--- config.mk ---
export PLATFORM = sky130hd
export DESIGN_NAME = strength_bus_arbiter
export DESIGN_NICKNAME = d
export VERILOG_FILES = /design/src/rtl/strength_bus_arbiter.sv
export SDC_FILE = /design/constraint.sdc
export NUM_CORES = 1
export LEC_CHECK = 0
export BUFFER_PORTS_ARGS = -buffer_cell sky130_fd_sc_hd__buf_4
export CORE_MARGIN = 5
export CORE_UTILIZATION = 60
export DETAILED_ROUTE_END_ITERATION = 16
export PLACE_DENSITY = 0.92
export SLEW_MARGIN = 20
export SYNTH_ARGS = -nofsm -noshare
export SYNTH_HDL_FRONTEND = slang
export SYNTH_SLANG_ARGS = --single-unit
--- constraint.sdc ---
create_clock -name clk -period 18.1 [get_ports clk]
set_input_delay 3.62 -clock clk [delete_from_list [all_inputs] [get_ports clk]]
set_output_delay 3.62 -clock clk [all_outputs]
set_load 0.01 [all_outputs]
--- src/rtl/strength_bus_arbiter.sv ---
// -----------------------------------------------------------------------------
// strength_bus_arbiter
//
// Clocked owner of a shared multi-driver net. Each requester presents a data
// value and a 3-bit Verilog drive-strength code. The strongest eligible
// requester gets the net. The block then publishes the owner's value and
// strength on a registered bus. Strength codes:
//   7 supply, 6 strong, 5 pull, 4 large, 3 weak, 2 medium, 1 small, 0 highz.
//
// Arbitration rules:
//   - A highz request is never eligible.
//   - Ties at the maximum strength are broken round-robin, starting from
//     rr_ptr.
//   - A strictly stronger driver preempts the current owner. The bus then
//     spends one dead HANDOVER cycle before the new owner is granted.
//
// Ports:
//   clk        rising-edge clock
//   rst        synchronous, active-high reset
//   req        request per requester                      [N_REQ]
//   req_str    strength per requester, slice i = [3i+2:3i] [3*N_REQ]
//   req_data   data per requester, slice i = [DW*i+DW-1:DW*i]
//   grant      one-hot owner, or all zero                 [N_REQ]
//   bus_data   resolved value (owner's data)              [DW]
//   bus_str    owner's current strength                   [3]
//   bus_valid  high whenever grant is nonzero
//   preempt    one-cycle pulse when the owner is displaced by a stronger driver
//   conflict   one-cycle pulse when a grant comes from a tie with differing data
// -----------------------------------------------------------------------------
module strength_bus_arbiter #(
  parameter int N_REQ = 4,
  parameter int DW    = 8
) (
  input  logic                  clk,
  input  logic                  rst,
  input  logic [N_REQ-1:0]      req,
  input  logic [3*N_REQ-1:0]    req_str,
  input  logic [DW*N_REQ-1:0]   req_data,
  output logic [N_REQ-1:0]      grant,
  output logic [DW-1:0]         bus_data,
  output logic [2:0]            bus_str,
  output logic                  bus_valid,
  output logic                  preempt,
  output logic                  conflict
);

  localparam int IW = (N_REQ > 1) ? $clog2(N_REQ) : 1;

  typedef enum logic [1:0] {
    IDLE,
    OWNED,
    HANDOVER
  } state_t;

  state_t        state;
  logic [IW-1:0] rr_ptr;
  logic [IW-1:0] owner;
  logic [IW-1:0] cand;

  // Unpacked views of the flat request buses.
  logic [2:0]       str_of  [N_REQ];
  logic [DW-1:0]    data_of [N_REQ];
  logic [N_REQ-1:0] eligible;

  for (genvar g = 0; g < N_REQ; g++) begin : g_unpack
    assign str_of[g]   = req_str[3*g +: 3];
    assign data_of[g]  = req_data[DW*g +: DW];
    assign eligible[g] = req[g] && (req_str[3*g +: 3] != 3'd0);
  end

  // (base + k) mod N_REQ. This works for non-power-of-two requester counts.
  function automatic logic [IW-1:0] add_mod(input logic [IW-1:0] base, input int k);
    int s;
    s = int'(base) + k;
    if (s >= N_REQ) s = s - N_REQ;
    return IW'(s);
  endfunction

  function automatic logic [N_REQ-1:0] onehot(input logic [IW-1:0] idx);
    logic [N_REQ-1:0] v;
    v      = '0;
    v[idx] = 1'b1;
    return v;
  endfunction

  // Winner selection. The scan starts at rr_ptr and only replaces the best
  // candidate on a strictly greater strength. The first tied index in
  // round-robin order therefore wins. A second pass flags a conflict when
  // another driver at the winning strength disagrees on data.
  logic [IW-1:0] win_idx;
  logic [2:0]    win_str;
  logic          tie_conflict;
  logic          any_elig;

  always_comb begin
    logic [IW-1:0] idx;
    win_idx      = '0;
    win_str      = 3'd0;
    tie_conflict = 1'b0;
    idx          = '0;
    for (int k = 0; k < N_REQ; k++) begin
      idx = add_mod(rr_ptr, k);
      if (eligible[idx] && (str_of[idx] > win_str)) begin
        win_str = str_of[idx];
        win_idx = idx;
      end
    end
    for (int i = 0; i < N_REQ; i++) begin
      if (eligible[i] && (str_of[i] == win_str) && (data_of[i] != data_of[win_idx]))
        tie_conflict = 1'b1;
    end
  end

  assign any_elig = |eligible;

  // Owner status while holding the bus. Preemption compares against the
  // owner's present request strength, and only a strictly stronger driver
  // qualifies.
  logic       owner_elig;
  logic [2:0] owner_str;
  logic       stronger;

  assign owner_elig = eligible[owner];
  assign owner_str  = str_of[owner];
  assign stronger   = any_elig && (win_str > owner_str);

  // New grant decision for IDLE and HANDOVER. In HANDOVER the preempting
  // candidate wins outright if it is still eligible, and no conflict is
  // reported on that path. Otherwise the cycle falls back to ordinary IDLE
  // arbitration.
  logic          do_grant;
  logic [IW-1:0] grant_idx;
  logic          grant_conflict;

  always_comb begin
    do_grant       = 1'b0;
    grant_idx      = win_idx;
    grant_conflict = 1'b0;
    if (state == IDLE) begin
      if (any_elig) begin
        do_grant       = 1'b1;
        grant_conflict = tie_conflict;
      end
    end else if (state == HANDOVER) begin
      if (eligible[cand]) begin
        do_grant  = 1'b1;
        grant_idx = cand;
      end else if (any_elig) begin
        do_grant       = 1'b1;
        grant_conflict = tie_conflict;
      end
    end
  end

  // Main state machine; all outputs are registered here. preempt and conflict
  // default low, so each event yields exactly one pulse. Release is tested
  // before preemption, so an owner that drops out never reports a preempt.
  always_ff @(posedge clk) begin
    if (rst) begin
      state     <= IDLE;
      grant     <= '0;
      bus_data  <= '0;
      bus_str   <= 3'd0;
      bus_valid <= 1'b0;
      preempt   <= 1'b0;
      conflict  <= 1'b0;
      rr_ptr    <= '0;
      owner     <= '0;
      cand      <= '0;
    end else begin
      preempt  <= 1'b0;
      conflict <= 1'b0;
      if (do_grant) begin
        grant     <= onehot(grant_idx);
        bus_valid <= 1'b1;
        bus_data  <= data_of[grant_idx];
        bus_str   <= str_of[grant_idx];
        owner     <= grant_idx;
        conflict  <= grant_conflict;
        state     <= OWNED;
      end else begin
        case (state)
          OWNED: begin
            if (!owner_elig) begin
              grant     <= '0;
              bus_valid <= 1'b0;
              bus_data  <= '0;
              bus_str   <= 3'd0;
              rr_ptr    <= add_mod(owner, 1);
              state     <= IDLE;
            end else if (stronger) begin
              grant     <= '0;
              bus_valid <= 1'b0;
              bus_data  <= '0;
              bus_str   <= 3'd0;
              preempt   <= 1'b1;
              cand      <= win_idx;
              rr_ptr    <= add_mod(owner, 1);
              state     <= HANDOVER;
            end else begin
              bus_data <= data_of[owner];
              bus_str  <= owner_str;
            end
          end
          HANDOVER: begin
            // Nobody is left to take the bus, so it stays dead.
            state <= IDLE;
          end
          default: begin
            state <= IDLE;
          end
        endcase
      end
    end
  end

endmodule

* After elaboration in Yosys (flattened, before gate mapping)
Cells that the tools add are included.
** Word-level totals
- Register bits :: 26
- Output and inout port bits :: 18
- Word-level logic and storage cells :: 190
** Cells by class
- Add/subtract/negate cells :: 9
- Magnitude comparators :: 25
- Eq/ne operators :: 13
- Multiplexer cells :: 92
- Bitwise operators :: 10
- Reductions and logical operators :: 30
** Operators with widths (number)
- two-way mux 8 bit :: 10
- two-way mux 3 bit :: 20
- binary-select mux 8 bit (select 2 bit) :: 3
- binary-select mux 3 bit (select 2 bit) :: 6
- greater-or-equal comparator 3 bit (second input constant) :: 11
- != test 8 bit :: 4
- two-way mux 1 bit :: 28
- two-way mux 2 bit :: 14
- less-than comparator 2 x 3 -> 1 bit (second input constant) :: 7
- inverter 2 -> 3 bit :: 7
- logical AND 1 bit :: 18
- two-way mux 4 bit :: 4
- binary-select mux 1 bit (select 2 bit) :: 6
- equality test 3 bit :: 4
- greater-than comparator 3 bit :: 4
- nonzero test 3 bit :: 4
- subtractor 2 x 1 -> 2 bit (second input constant) :: 5
- OR reduction 4 bit :: 2
- adder 2 x 1 -> 3 bit (second input constant) :: 2
- adder 2 x 2 -> 3 bit (second input constant) :: 2
- != test 4 bit (second input constant) :: 1
- AND reduction 4 bit :: 1
- greater-or-equal comparator 2 x 3 -> 1 bit (second input constant) :: 1
- greater-than comparator 3 x 1 -> 1 bit (second input constant) :: 1
- other kinds (12) :: 14

* Depth between registers and ports, before layout
Gate-level depths: netlist of run 1.
- Depth after elaboration :: 32
- Mapped depth :: 37

* Least setup slack after synthesis of run 1
No wires, ideal clock.
- Path type :: input to register
- From :: input port req_str[8]
- To :: register bus_str[1]
- Library setup time :: 0.128 ns
- Arrival :: 9.903 ns
- Required time :: 17.972 ns
- Slack :: 8.070 ns
- Stages on the path :: 30
- Path buffers :: 3
- Path through :: o31ai_1 > mux2i_1 > a31o_2 > inv_1 > ha_1 > a32oi_1 > and2_4 > mux2i_1 > inv_1 > ha_1 > nor2b_1 > o21ai_0 > a41oi_1 > o31a_1 > o21a_2 > mux2i_1 > ha_1 > nand2_1 > o21a_1 > or3_1 > clkbuf_1 > o211a_1 > o31ai_4 > and2_1 > buf_4 > a21oi_2 > buf_2 > mux4_2 > a222oi_1 > nor2_1
** On the way
- Word-level cells in the longest chain between the ends :: 23
- Elaborated cells on any way between the ends :: 64
- Classes of those cells :: order compare: 5; mux: 49; bitwise: 1; reduce/logical: 9
** RTL lines
- start: declaration :: RTL line 37 : input logic [3*N_REQ-1:0] req_str,
- binary-select mux 3 bit (select 2 bit) or nonzero test 3 bit (tied branches) :: RTL line 103, 104, 68
- two-way mux 3 bit (not written as such) or logical AND 1 bit (tied branches) :: RTL line 103, 104, 68
- two-way mux 3 bit (not written as such) or binary-select mux 1 bit (select 2 bit) (tied branches) :: RTL line 103, 104
- greater-than comparator 3 x 1 -> 1 bit or two-way mux 1 bit (tied branches) :: RTL line 103 : if (eligible[idx] && (str_of[idx] > win_str)) begin
- logical AND 1 bit :: RTL line 103
- two-way mux 3 bit :: RTL line 103
- greater-than comparator 3 bit :: RTL line 103
- logical AND 1 bit :: RTL line 103
- (+6 left out)
- two-way mux 2 bit :: RTL line 103
- two-way mux 2 bit :: RTL line 145 : if (eligible[cand]) begin
- two-way mux 2 bit :: RTL line 144 : end else if (state == HANDOVER) begin
- two-way mux 2 bit :: RTL line 139 : if (state == IDLE) begin
- inverter 2 -> 3 bit (not written as such) :: RTL line 177 : bus_str <= str_of[grant_idx];
- binary-select mux 3 bit (select 2 bit) :: RTL line 177
- two-way mux 3 bit (not written as such) (2 in a row) :: RTL line 177
- two-way mux 3 bit :: RTL line 173 : if (do_grant) begin
- end signal: assignment :: RTL line 177
- end signal: assignment :: RTL line 202 : bus_str <= owner_str;
- end: declaration :: RTL line 41 : output logic [2:0] bus_str,
Parallel ways exist; a longest one is shown, timed or not. The select of a mux whose other input is x is not followed.
A chain may end at the register's enable or synchronous reset.

* Final worst setup path of run 1
- From :: input port req_str[8]
- To :: register bus_data[4]
** On the way
- Word-level cells in the longest chain between the ends :: 23
- Elaborated cells on any way between the ends :: 64
- Classes of those cells :: order compare: 5; mux: 49; bitwise: 1; reduce/logical: 9
** RTL lines
- binary-select mux 3 bit (select 2 bit) or nonzero test 3 bit (tied branches) :: RTL line 103, 104, 68
- two-way mux 3 bit (not written as such) or logical AND 1 bit (tied branches) :: RTL line 103, 104, 68
- two-way mux 3 bit (not written as such) or binary-select mux 1 bit (select 2 bit) (tied branches) :: RTL line 103, 104
- greater-than comparator 3 x 1 -> 1 bit or two-way mux 1 bit (tied branches) :: RTL line 103
- logical AND 1 bit :: RTL line 103
- two-way mux 3 bit :: RTL line 103
- greater-than comparator 3 bit :: RTL line 103
- logical AND 1 bit :: RTL line 103
- (+6 left out)
- two-way mux 2 bit :: RTL line 103
- two-way mux 2 bit :: RTL line 145
- two-way mux 2 bit :: RTL line 144
- two-way mux 2 bit :: RTL line 139
- inverter 2 -> 3 bit (not written as such) :: RTL line 176 : bus_data <= data_of[grant_idx];
- binary-select mux 8 bit (select 2 bit) :: RTL line 176
- two-way mux 8 bit (not written as such) (2 in a row) :: RTL line 176
- two-way mux 8 bit :: RTL line 173
- end signal: assignment :: RTL line 176
- end signal: assignment :: RTL line 201 : bus_data <= data_of[owner];
- end: declaration :: RTL line 40 : output logic [DW-1:0] bus_data,
Parallel ways exist; a longest one is shown, timed or not. The select of a mux whose other input is x is not followed.

==> out/results.txt, run 1 <==
CTS resizes = 0
Hold Path Class = reg -> reg
RePlAce Congestion = 0.990
Final cell area excluding filler cells = 0.00436 mm2
Top cells by area, synth = dfxtp_1 (13%), mux4_2 (13%), mux2i_1 (7.2%)
Num rows = 29
# IOs = 68
Clock sink count = 26
Clock Skew = 0.0152 ns
Worst path arrival time = 11.34 ns
Syn_nets = 542
Layout area overhead = 12.7%
Top-area cell type share of the netlist area = 13.4%
Drt wl/cell = 21.6 um
Final nets = 569
Max cap viols = 0
Starting Density = 61.3%
Setup violators final = 0
Worst R2R End = bus_data[4]$_SDFFE_PP0P_
Antenna-violating nets left = 0
R2R cell count = 28
Drt initial violations = 732
Largest net degree at the start of global routing = 27
Yosys reg bits = 26
Die footprint = 0.00816 mm2
Slowest cell on the critical path = o31ai_1
Post-synth EDFFs = 0
Max Slew Vio Count = 0
Clk_lat worst skew = 0.28 ns
Worst Path Required = 18.31 ns
Post-synthesis sequential area ratio = 13.4%
Ant. Diodes = 0
Setup WS post-layout = 6.97 ns
Area leader, netlist = dfxtp_1
Clock Tree Buf Depth = 2
RR Startpoint = rr_ptr[0]$_SDFFE_PP0P_
I/O Buffers = 67
Status = complete, no violations
Total CTS buffers = 3
Post-Syn Instances = 481
Via-to-Cell Ratio = 7.12
Final cycle utilization of the critical path = 61.5%
Hold-fix buffers, CTS = 0
Hold Crit Start = bus_valid$_SDFFE_PP0P_
Synth warnings = 0
Share of layout cells above drive strength 1 = 23.3%
Final wirelength = 12600 um
Post-DP HPWL = 9270 um
Async S/R FF share, synth = 0%
Postcts setup bufs = 0
Shortest period the worst path allows = 11.13 ns
Clk root buf = clkbuf_8
Drt first pass iters = 8
Dpl cell area = 0.00428 mm2
Critical path class = in -> reg
Crit. End Element = flip-flop
CP dominant cell by count = ha_1
H-tree levels = 1
Via count = 4158
Chip Width = 90.3 um
RSZ-0062 raised after global routing = false
Largest stage delay, worst path = 0.65 ns
Core area = 0.00631 mm2
Final hold vios = 0
Initial antenna violation count = 0
Crit path max fanout = 9
Hold path endpoint = bus_valid$_SDFFE_PP0P_
DP Worst Slack = 6.77 ns
Setup TNS = 0 ns
First-pass GRT wire length = 20200 um
Top_reg_cell synth = dfxtp_1
Crit path launch type = primary input
Worst-margin pin slew = 1.12 ns
Number of global-route vias before repair = 4099
Clock-pin slew on the worst setup and hold paths = 0.11 ns
TritonCTS clock tree = built
GRT overflow = 0
Global-route usage over all layers = 29.6%
Synthesized area per cell = 8.05 um2
DRC errors left = 0
Slew HR = 25.1%
Fmax = 0.0898 GHz
Min-Delay Path Depth = 2
Synth Cell Area = 0.00387 mm2
Cell variety after synth = 64
Die extent in y = 90.3 um
R2r setup slk = 9.30 ns
layer usage:
metal	GRT usage (%)	share of wire, %	wire length (um)
met1	39.2	38	4760
met2	47.9	47	5940
met3	4.08	11	1410
met4	12.9	3.9	489
met5	0	0	0
area by class of cell:
type	instances	area (um2)
clock buffers	3	41.3
clock inverters	1	30.0
fillers	516	1950
inverters	21	78.8
multi-input cells	388	3090
flip-flops and latches	26	520
well taps	77	96.3
repair buffers	68	510
critical path: cells and delay by family:
kind,cells,cell delay (ns)
adders and majority gates,4,1.16
buffers and inverters,3,0.29
and+or+nand+nor,8,2.11
muxes,3,0.84
AOI/OAI and AO/OA,12,3.30
state kept, by name (all words and copies together), names as in the netlist:
| register | cells |
|---|---|
| bus_valid | 1 |
| bus_str | 3 |
| cand | 2 |
| preempt | 1 |
| owner | 2 |
| bus_data | 8 |
| grant | 4 |
| conflict | 1 |
| state | 2 |
| rr_ptr | 2 |
stage by stage:
step | utilization [%] | hold WS [ns] | std cells
after CTS | 69.0 | 0.531 | 584
after floorplan | - | 0.507 | 481
after global placement | 67.9 | 0.471 | 580
after global routing | 69.1 | 0.575 | 584
final | 69.1 | 0.525 | 584
after detailed placement | 67.9 | 0.507 | 580
kinds of logic (layout without fill, tap and decap cells):
group	after synthesis	in the layout	synth area share, %
AND/OR/NAND/NOR	148	148	18.7
AO/OA/AOI/OAI	118	118	22.5
buffers and inverters	67	93	7.02
multiplexers	59	59	23.0
XOR/XNOR	51	51	11.5
flip-flops	26	26	13.4
adder cells (fa/ha/maj)	12	12	3.82
Yosys cell counts (3+ instances only):
| master | number |
|---|---|
| a211oi_1 | 8 |
| a21oi_1 | 30 |
| a221oi_1 | 3 |
| a222oi_1 | 8 |
| a31oi_1 | 4 |
| a32oi_1 | 7 |
| and2_1 | 4 |
| buf_1 | 4 |
| buf_2 | 9 |
| clkbuf_1 | 30 |
| dfxtp_1 | 26 |
| ha_1 | 11 |
| inv_1 | 20 |
| mux2_2 | 8 |
| mux2i_1 | 28 |
| mux4_2 | 23 |
| nand2_1 | 32 |
| nand2b_1 | 4 |
| nand3_1 | 10 |
| nand4_1 | 5 |
| nor2_1 | 46 |
| nor2b_1 | 11 |
| nor3_1 | 8 |
| nor3b_1 | 4 |
| nor4_1 | 10 |
| o211ai_1 | 4 |
| o21ai_0 | 13 |
| o21ai_1 | 3 |
| o221ai_1 | 3 |
| o22ai_1 | 3 |
| o31a_1 | 6 |
| o31ai_1 | 4 |
| or2_2 | 3 |
| xnor2_1 | 27 |
| xor2_1 | 24 |
worst max path at each step:
stage / from / cells past startpoint / end / slack [ns]
CTS: req_str[8] / 25 / bus_data[4]$_SDFFE_PP0P_ / 7.00
floorplan: req_str[8] / 30 / bus_str[1]$_SDFFE_PP0P_ / 8.07
finish: req_str[8] / 30 / bus_data[4]$_SDFFE_PP0P_ / 6.97
global route: req_str[8] / 29 / bus_data[5]$_SDFFE_PP0P_ / 6.51
global placement: req_str[8] / 26 / bus_data[3]$_SDFFE_PP0P_ / 7.06
detailed placement: req_str[8] / 25 / bus_data[4]$_SDFFE_PP0P_ / 6.77
layout by cell type (no fill, tap or decap), types with 10 or more instances in the layout:
master   instances
buf_4           68
nor2_1          46
nand2_1         32
a21oi_1         30
mux2i_1         28
xnor2_1         27
dfxtp_1         26
xor2_1          24
mux4_2          23
inv_1           20
o21ai_0         13
nor2b_1         11
ha_1            11
nand3_1         10
nor4_1          10
Power of run 1 is left out: the tool's default activity adds up to more than one toggle a clock period on the data nets, which glitch-free logic cannot reach.
==> inputs of run 2 (changes only) <==
--- a/config.mk
+++ b/config.mk
@@ -7,9 +7,9 @@
 export LEC_CHECK = 0
 export BUFFER_PORTS_ARGS = -buffer_cell sky130_fd_sc_hd__buf_4
 export CORE_MARGIN = 5
-export CORE_UTILIZATION = 60
+export CORE_UTILIZATION = 52
 export DETAILED_ROUTE_END_ITERATION = 16
-export PLACE_DENSITY = 0.92
+export PLACE_DENSITY = 0.85
 export SLEW_MARGIN = 20
 export SYNTH_ARGS = -nofsm -noshare
 export SYNTH_HDL_FRONTEND = slang
==> constraint.sdc (replaced) <==
create_clock -name clk -period 8.91 [get_ports clk]
set_input_delay 1.782 -clock clk [delete_from_list [all_inputs] [get_ports clk]]
set_output_delay 1.782 -clock clk [all_outputs]
set_load 0.01 [all_outputs]
==> run 2 against run 1 <==
  * Worst hold slack got worse by 0.011 ns
  * Highest routed layer unchanged
  * Via count is 4.2% lower
  * Non-clock buffer count is 14 higher
  * Clock skew is 0.0070 ns lower
==> out/results.txt, run 2 (synthesis results as in run 1) <==
Final wirelength = 12100 um (-3.9%)
Shortest period the worst path allows = 8.44 ns
Max cap viols = 0 (unchanged)
Clock-pin slew on the worst setup and hold paths = 0.09 ns (-0.02 ns)
Postcts setup bufs = 0 (unchanged)
Drt first pass iters = 5 (-3)
Antenna-violating nets left = 0 (unchanged)
# IOs = 68 (unchanged)
Global-route usage over all layers = 26.5% (-3.0 points)
Clk root buf = clkbuf_8
Min-Delay Path Depth = 2 (unchanged)
Setup TNS = 0 ns (unchanged)
Crit. End Element = flip-flop
I/O Buffers = 67 (unchanged)
Worst R2R End = rr_ptr[1]$_SDFFE_PP0P_
Max Slew Vio Count = 0 (unchanged)
Die footprint = 0.00927 mm2 (+14%)
Post-DP HPWL = 9460 um (+2.0%)
RR Startpoint = rr_ptr[1]$_SDFFE_PP0P_
Final cycle utilization of the critical path = 94.7%
First-pass GRT wire length = 19600 um (-3.2%)
R2R cell count = 28 (unchanged)
CTS resizes = 0 (unchanged)
Hold path endpoint = bus_valid$_SDFFE_PP0P_
Hold-fix buffers, CTS = 0 (unchanged)
Final hold vios = 0 (unchanged)
Worst path arrival time = 8.62 ns (-2.72 ns)
Final nets = 583 (+2.5%)
Most frequent cells in the layout = buf_4 (82), nor2_1 (46), nand2_1 (32)
R2r setup slk = 1.01 ns (-8.29 ns)
H-tree levels = 1 (unchanged)
RePlAce Congestion = 1.01 (+2.0%)
Ant. Diodes = 0 (unchanged)
Clock Tree Buf Depth = 2 (unchanged)
Fmax = 0.119 GHz
DRC errors left = 0 (unchanged)
Layout area overhead = 15.9%
Crit path max fanout = 9 (unchanged)
Drt wl/cell = 19.5 um (-9.5%)
Worst Path Required = 9.10 ns (-9.21 ns)
Crit path launch type = primary input
Largest net degree at the start of global routing = 27 (unchanged)
GRT overflow = 0 (unchanged)
Slew HR = 38.5% (+13 points)
Top reg by flops = bus_data
Total CTS buffers = 3 (unchanged)
Crit path launch = req_str[6]
Worst-margin pin slew = 0.921 ns (-0.201 ns)
Largest regs = bus_data: 8 flops, grant: 4 flops, bus_str: 3 flops
Number of global-route vias before repair = 3951 (-3.6%)
Largest stage delay, worst path = 0.49 ns (-0.16 ns)
Die extent in y = 96.3 um (+6.6%)
Via-to-Cell Ratio = 6.42 (-9.8%)
Via count = 3983 (-4.2%)
Share of layout cells above drive strength 1 = 25.9% (+2.6 points)
Slowest cell on the critical path = mux4_2
Hold Path Class = reg -> reg
Clock sink count = 26 (unchanged)
Drt initial violations = 339 (-54%)
CP dominant cell by count = ha_1
Num rows = 31 (+6.9%)
Starting Density = 53.4% (-7.9 points)
Setup violators final = 0 (unchanged)
TritonCTS clock tree = built
Initial antenna violation count = 0 (unchanged)
Clock Skew = 0.00822 ns (-0.00697 ns)
Most common cell after layout, fill and taps aside = buf_4
Core area = 0.00725 mm2 (+15%)
Status = complete, no violations
Chip Width = 96.3 um (+6.6%)
RSZ-0062 raised after global routing = false
Clk_lat worst skew = 0.27 ns (about the same)
Max reg flops = 8 (unchanged)
Hold Crit Start = bus_valid$_SDFFE_PP0P_
Critical path class = in -> reg
-- run 2: cell count changes in the layout (fill, tap and decap cells not counted) --
cell,before,now
buf_4,68,82
o31ai_1,4,2
o31ai_2,0,2
a21oi_2,1,2
a21oi_4,1,0
bufinv_16,1,0
clkbuf_8,3,4
nor2b_1,11,10
nor2b_2,0,1
-- run 2: final cells by class --
class,count,area (um2)
timing repair buffer,82,616
fill,659,2770
sequential,26,520
tap,99,124
inverter,21,78.8
clock buffer,4,55.1
multi-input combinational,388,3090
-- run 2: metrics by stage --
| stage | hold WS [ns] | utilization, % | worst slack (ns) | instances | cell area [um2] |
|---|---|---|---|---|---|
| 2_1_floorplan | 0.507 | - | 0.718 | 481 | 3870 |
| 3_3_place_gp | 0.471 | 60.9 | 0.473 | 616 | 4420 |
| 3_5_place_dp | 0.507 | 60.9 | 0.229 | 616 | 4420 |
| 4_1_cts | 0.529 | 61.7 | 0.468 | 620 | 4470 |
| 5_1_grt | 0.547 | 61.8 | 0.0939 | 620 | 4480 |
| 6_report | 0.514 | 61.8 | 0.474 | 620 | 4480 |
-- run 2: worst max-delay path by stage --
stage,endpoint,slack (ns),depth (start not counted)
3_3_place_gp,conflict$_SDFF_PP0_,0.47,27
4_1_cts,rr_ptr[1]$_SDFFE_PP0P_,0.47,29
3_5_place_dp,bus_data[3]$_SDFFE_PP0P_,0.23,27
5_1_grt,bus_data[3]$_SDFFE_PP0P_,0.09,28
2_1_floorplan,bus_str[1]$_SDFFE_PP0P_,0.72,30
6_report,rr_ptr[1]$_SDFFE_PP0P_,0.47,30
-- run 2: critical path: cells and delay by family --
family	cells	cell delay, ns
simple gates	8	1.67
buf+inv	3	0.38
compound gates	12	2.54
mux	3	1.02
fa+ha+maj	4	1.23
-- run 2: layer usage --
metal  up-vias  track usage (%)  wire length (um)
met3        14             1.95               800
met5         -                0                 0
met4         0             6.40               141
met1      1919             37.1              5340
met2       175             44.2              5820
li1       1875                -                 -
Power of run 2 is left out for the same reason.
